==> config.mk <==
export PLATFORM = sky130hd
export DESIGN_NAME = core_operand_stage
export DESIGN_NICKNAME = d
export VERILOG_FILES = /design/src/rtl/i2d_core_defines.sv /design/src/rtl/core_operand_bypass.sv /design/src/rtl/core_operand_stage.sv
export SDC_FILE = /design/constraint.sdc
export NUM_CORES = 1
export LEC_CHECK = 0
export CORE_MARGIN = 3
export CORE_UTILIZATION = 44
export CTS_CLUSTER_DIAMETER = 50
export DETAILED_ROUTE_END_ITERATION = 10
export MAX_ROUTING_LAYER = met4
export PLACE_DENSITY_LB_ADDON = 0.05
export SYNTH_ARGS = -nofsm -noshare
export SYNTH_HDL_FRONTEND = slang
export SYNTH_SLANG_ARGS = --single-unit
==> constraint.sdc <==
create_clock -name clk -period 3.85 [get_ports clk]
set_clock_uncertainty 0.2 [all_clocks]
set_input_delay 0.77 -clock clk [delete_from_list [all_inputs] [get_ports clk]]
set_output_delay 0.77 -clock clk [all_outputs]
set_load 0.03 [all_outputs]
==> src/rtl/i2d_core_defines.sv <==
// Shared i2d core types: data word, flags, opcodes and the decoded instruction bundle.
package i2d_core_defines;

  localparam int NREGS = 16;
  localparam int REG_W = $clog2(NREGS);

  typedef logic [31:0]      data_t;
  typedef logic [REG_W-1:0] reg_idx_t;

  typedef struct packed {
    logic n;
    logic z;
    logic c;
    logic v;
  } flag_t;

  typedef enum logic [3:0] {
    OP_NOP  = 4'h0,
    OP_ADD  = 4'h1,
    OP_SUB  = 4'h2,
    OP_AND  = 4'h3,
    OP_OR   = 4'h4,
    OP_XOR  = 4'h5,
    OP_LOAD = 4'h6
  } opcode_e;

  localparam opcode_e OPCODE_NOP = OP_NOP;

  typedef struct packed {
    opcode_e  opcode;
    logic     s;
    reg_idx_t rd;
    reg_idx_t ra;
    reg_idx_t rb;
    logic     imm_valid;
    data_t    imm;
    logic     is_load;
    logic     wr_en;
  } instr_t;

  function automatic instr_t nop_instr();
    instr_t i;
    i        = '0;
    i.opcode = OPCODE_NOP;
    return i;
  endfunction

endpackage

==> src/rtl/core_operand_bypass.sv <==
// Resolves one source operand: r0, then EX forward (non-load), then WB forward, then register file.
module core_operand_bypass
  import i2d_core_defines::*;
(
  input  reg_idx_t addr_i,
  input  data_t    rf_data_i,
  input  logic     ex_valid_i,
  input  logic     ex_is_load_i,
  input  reg_idx_t ex_rd_i,
  input  data_t    ex_data_i,
  input  logic     wb_valid_i,
  input  reg_idx_t wb_rd_i,
  input  data_t    wb_data_i,
  output data_t    data_o
);

  logic ex_hit;
  logic wb_hit;

  // A forward with rd=0 can only hit addr 0, which is short-circuited first.
  assign ex_hit = ex_valid_i & ~ex_is_load_i & (ex_rd_i == addr_i);
  assign wb_hit = wb_valid_i & (wb_rd_i == addr_i);

  always_comb begin
    data_o = rf_data_i;
    if (addr_i == '0)  data_o = '0;
    else if (ex_hit)   data_o = ex_data_i;
    else if (wb_hit)   data_o = wb_data_i;
  end

endmodule

==> src/rtl/core_operand_stage.sv <==
// Issue/operand stage: reads sources, applies EX/WB bypass, stalls on load-use, registers the EX bundle.
module core_operand_stage
  import i2d_core_defines::*;
#(
  parameter int NREGS = i2d_core_defines::NREGS,
  parameter int RW    = $clog2(NREGS)
) (
  input  logic          clk,
  input  logic          rst,
  input  logic          flush,
  input  logic          id_valid,
  output logic          id_ready,
  input  instr_t        id_instr,
  output logic [RW-1:0] rf_raddr_a,
  output logic [RW-1:0] rf_raddr_b,
  input  data_t         rf_rdata_a,
  input  data_t         rf_rdata_b,
  input  logic          fwd_ex_valid,
  input  logic [RW-1:0] fwd_ex_rd,
  input  data_t         fwd_ex_data,
  input  logic          fwd_ex_is_load,
  input  logic          fwd_wb_valid,
  input  logic [RW-1:0] fwd_wb_rd,
  input  data_t         fwd_wb_data,
  output logic          ex_valid,
  input  logic          ex_ready,
  output instr_t        ex_instr,
  output data_t         operand_a,
  output data_t         operand_b
);

  logic   ex_valid_q;
  instr_t ex_instr_q;
  data_t  operand_a_q, operand_b_q;

  logic   hazard, out_free, accept;
  data_t  operand_b_d;

  reg_idx_t src_addr [2];
  data_t    src_rf   [2];
  data_t    src_data [2];

  assign rf_raddr_a = id_instr.ra;
  assign rf_raddr_b = id_instr.rb;

  assign src_addr[0] = id_instr.ra;
  assign src_addr[1] = id_instr.rb;
  assign src_rf[0]   = rf_rdata_a;
  assign src_rf[1]   = rf_rdata_b;

  generate
    for (genvar gi = 0; gi < 2; gi++) begin : g_src
      core_operand_bypass u_bypass (
        .addr_i       (src_addr[gi]),
        .rf_data_i    (src_rf[gi]),
        .ex_valid_i   (fwd_ex_valid),
        .ex_is_load_i (fwd_ex_is_load),
        .ex_rd_i      (fwd_ex_rd),
        .ex_data_i    (fwd_ex_data),
        .wb_valid_i   (fwd_wb_valid),
        .wb_rd_i      (fwd_wb_rd),
        .wb_data_i    (fwd_wb_data),
        .data_o       (src_data[gi])
      );
    end
  endgenerate

  // Load data is not available until WB, so a consumer of a load in EX waits one cycle.
  assign hazard = id_valid & fwd_ex_valid & fwd_ex_is_load & (fwd_ex_rd != '0) &
                  ((fwd_ex_rd == id_instr.ra) | (~id_instr.imm_valid & (fwd_ex_rd == id_instr.rb)));

  assign out_free    = ~ex_valid_q | ex_ready;
  assign id_ready    = ~rst & ~flush & ~hazard & out_free;
  assign accept      = id_valid & id_ready;
  assign operand_b_d = id_instr.imm_valid ? id_instr.imm : src_data[1];

  always_ff @(posedge clk) begin
    if (rst || flush) begin
      ex_valid_q  <= 1'b0;
      ex_instr_q  <= nop_instr();
      operand_a_q <= '0;
      operand_b_q <= '0;
    end else if (out_free) begin
      // Hazard and idle both leave a bubble; bundle contents are kept but ignored.
      ex_valid_q <= accept;
      if (accept) begin
        ex_instr_q  <= id_instr;
        operand_a_q <= src_data[0];
        operand_b_q <= operand_b_d;
      end
    end
  end

  assign ex_valid  = ex_valid_q;
  assign ex_instr  = ex_instr_q;
  assign operand_a = operand_a_q;
  assign operand_b = operand_b_q;

endmodule

; Word-level counts from Yosys, hierarchy flattened
; Index checks and enable logic that the tools add are counted.
[classes]
n_eq_ne = 4
mux = 7
bitwise = 22
n_reduce_logical = 5
[op_table]
columns = op, count
row1 = 32-bit 2-to-1 mux, 7
row2 = 4-bit == test, 4
row3 = 1-bit bitwise AND, 14
row4 = 4-bit logical NOT, 2
row5 = 1-bit inverter, 6
row6 = 4-bit nonzero test, 1
row7 = 1-bit bitwise OR, 2
row8 = 2-bit AND reduction, 1
row9 = 1-bit logical OR, 1
[word_totals]
regBits = 117
word_cells = 50

; Depth between registers and ports, before layout
[depth]
depth_word = 9
depth_mapped = 8
mapped_depth_nobuf = 5

; By module
; Synthesis repeated with hierarchy kept, for this count alone.
[hier_totals]
cells_unflattened = 897
area_unflattened_um2 = 7419.6
[by_module_without_submodules]
columns = mod, n_inst, cells_each, area_per_inst_um2
row1 = core_operand_stage, 1, 553, 4859.7
row2 = core_operand_bypass, 2, 172, 1280.0

; Worst setup path before layout
; Ideal clock, no wire load.
[synth_timing]
path_type = input port to output port
start = input port fwd_ex_rd[0]
end = output port id_ready
arrival_time_ns = 2.112
setup_slack_ns = 0.768
stages = 3
path_buffers = 0
path_cell_list = nor4_1 -> nor3_1 -> a221oi_1
[synth_via]
elab_chain_cells = 7
[synth_lines]
columns = element, line
row1 = from (decl), core_operand_stage.sv:19  ; input logic [RW-1:0] fwd_ex_rd,
row2 = 4-bit == test, core_operand_stage.sv:70  ; ((fwd_ex_rd == id_instr.ra) | (~id_instr.imm_valid & (fwd_ex_rd == id_instr.rb)));
row3 = 1-bit bitwise AND, core_operand_stage.sv:70
row4 = 1-bit bitwise OR, core_operand_stage.sv:70
row5 = 1-bit bitwise AND (*), core_operand_stage.sv:69  ; assign hazard = id_valid & fwd_ex_valid & fwd_ex_is_load & (fwd_ex_rd != '0) &
row6 = 1-bit inverter (*), core_operand_stage.sv:73  ; assign id_ready = ~rst & ~flush & ~hazard & out_free;
row7 = 1-bit bitwise AND (*) (2 in series), core_operand_stage.sv:73
row8 = to (decl), core_operand_stage.sv:12  ; output logic id_ready,
; Every way passes the cells marked *; elsewhere a longest branch is shown, timed or not.

; Final worst setup path
; Same ends and word-level chain as after synthesis.

==> flow_metrics.tcl <==
set metrics [dict create \
    drv_slew 0 \
    drt-initial-drc-count 776 \
    critical_path_class "in2out" \
    finalWeightedCongestion 0.898 \
    cts_setup_buffers 0 \
    vias 7247 \
    ant_nets 0 \
    irDropWorstVdd_v 0.000327 \
    die_h_um 126 \
    yosys_warnings 0 \
    area.growth.synth_to_final_pct 61.9 \
    syn_inst 793 \
    critPathSlowestCell "clkdlybuf4s50_1" \
    hold_viol 0 \
    cp_top_family "buffers and inverters" \
    synthArstFlopShare_pct 0 \
    initial_utilization_pct 45.1 \
    drtPass1Iterations 5 \
    syn_area_um2 6290 \
    tightest_slew_ns 1.16 \
    fp.coreArea_um2 13900 \
    synth_top_flop_cell "dfxtp_1" \
    rsz0062_at_grt "no" \
    wl_um 25700 \
    antenna_found_initial 1 \
    max_cap_violations 0 \
    clock_latency_ns 0.41 \
    crit_fanout 3 \
    power_mw 3.60 \
    setup_tns_ns 0 \
    drc 0 \
    layout_common_cells "clkdlybuf4s50_1 (320), a21oi_1 (117), dfxtp_1 (117)" \
    wire_per_inst_um 20.4 \
    row_count 43 \
    power_density_nw_per_um2 354 \
    cpPeakStageDelay_ns 0.48 \
    drive_above_1_share_pct 8.63 \
    cts_root_buffer "clkbuf_16" \
    ys_seq_area_share_pct 37.2 \
    max_freq_ghz 0.287 \
    chipWidth_um 126 \
    synth-seq-cells 117 \
    arrival_ns 2.51 \
    synth-edff-count 0 \
    startpoint_type "input port" \
    grt_pass1_wl_um 38900 \
    end_kind "primary output" \
    final_common_cell "clkdlybuf4s50_1" \
    min_period_over_period_pct 90.4 \
    pin_count 322 \
    p_leak_nw 3.72 \
    grt_util_all_layers_pct 32.0 \
    htreeDepth 4 \
    grt_overflow 0 \
    cts_resized 0 \
    fill_cells 1123 \
    hpwlAfterDp_um 18700 \
    cts_tree "done" \
    hold_buffers 0 \
    grt_pass1_vias 6790 \
    grt_max_degree 85 \
    setup_viol 0 \
    numCtsBuffers 17 \
    path_clk_slew_ns 0.05 \
    syn_area_per_cell_um2 7.93 \
    post_drt_via_cell_ratio 5.76 \
    cts.sinks 117 \
    status "complete, no violations" \
    ys_types 36 \
    hp-class "reg2reg" \
    port-buffer-count 321 \
    worst_ep_required_time_ns 2.88 \
    max_slew_margin_pct 22.3 \
    cts.path.max_buffers 2 \
    syn-num-nets 989 \
    nets 1261 \
    dieArea_um2 15800 \
    min_period_ns 3.48 \
    path_cells "clkdlybuf4s50_1 -> nor4_1 -> nor3_1 -> a221oi_1 -> buf_12" \
    crit_buf_inv 2 \
]
## report_power, final
| group | switching [mW] | total (mW) | internal (mW) |
|---|---|---|---|
| clock | 0.594 | 1.67 | 1.07 |
| combinational | 0.348 | 0.679 | 0.331 |
| sequential | 0.0156 | 1.26 | 1.24 |
| total | 0.957 | 3.60 | 2.65 |
## state kept, by name, indices dropped and copies added (netlist names)
name and count:
operand_a 32, ex_instr 52, ex_valid 1, operand_b 32
## cell families (layout without fill, tap and decap cells)
group / after synthesis / in the layout / synth area share (%)
AO/OA/AOI/OAI: 281 / 281 / 31.1
other: 0 / 1 / 0
flip-flops: 117 / 117 / 37.2
AND/OR/NAND/NOR: 288 / 288 / 22.6
buffers and inverters: 91 / 376 / 6.88
XOR/XNOR: 16 / 16 / 2.23
## cell usage after synthesis (2+ instances only)
library cell	number	share of area [%]
a21oi_1	117	9.3
dfxtp_1	117	37
nand2_1	107	6.4
and3_1	64	6.4
clkbuf_1	48	2.9
nor2_1	36	2.1
nand3_1	34	2.7
a211oi_1	32	3.8
a21boi_0	32	3.8
o21ai_0	32	2.5
or3_1	32	3.2
o31ai_2	29	5.8
o311ai_0	24	3.3
buf_2	22	1.8
xor2_1	10	1.4
buf_4	9	1.1
buf_1	8	0.48
o311ai_1	8	1.1
xnor2_1	6	0.84
buf_6	4	0.72
o31ai_1	3	0.36
and2_1	2	0.20
nand2b_1	2	0.20
nor3_1	2	0.16
nor4_1	2	0.20
## final timing paths
check                                   from       endpoint  slack [ns]  depth (start not counted)
worst min register to register  ex_instr[48]   ex_instr[48]        0.25                          2
worst max-delay path            fwd_ex_rd[0]       id_ready        0.37                          5
worst min-delay path            ex_instr[48]   ex_instr[48]        0.25                          2
worst max register to register      ex_valid  operand_b[29]        1.78                          6
## metal layers
metal | up-vias | share of wire [%] | global-route usage, %
li1 | 3429 | - | -
met1 | 3338 | 43 | 42.9
met2 | 419 | 45 | 48.0
met3 | 61 | 8.7 | 6.36
met4 | 0 | 3.3 | 11.9
met5 | - | 0 | -
## through the flow
step	cell area (um^2)	utilization [%]	cells	worst slack, ns	hold WS, ns
after floorplan	6290	-	793	0.768	0.381
after global placement	9560	68.6	1226	0.161	0.241
after detailed placement	9560	68.6	1226	0.158	0.246
after CTS	10200	73.1	1258	0.349	0.253
after global routing	10200	73.1	1259	0.110	0.274
final	10200	73.1	1259	0.370	0.253
## worst reg2reg max path, stage by stage (launching register included)
cell and delay (ns):
dfxtp_1 0.31, nand2b_1 0.12, nand3_1 0.18, a221o_4 0.58
buf_12 0.27, a21oi_1 0.19, a21oi_1 0.10
## cell type report
cell class                      instances  area [um^2]  area share [%]
Timing Repair Buffer                  344         3430            33.7
Sequential cell                       117         2340            23.0
Clock buffer                           22          474            4.66
Clock inverter                         10          146            1.44
Tap cell                              180          225            2.21
Multi-Input combinational cell        585         3560            35.0
Antenna cell                            1         2.50          0.0246
No activity file was read; power rests on OpenSTA's default activity.
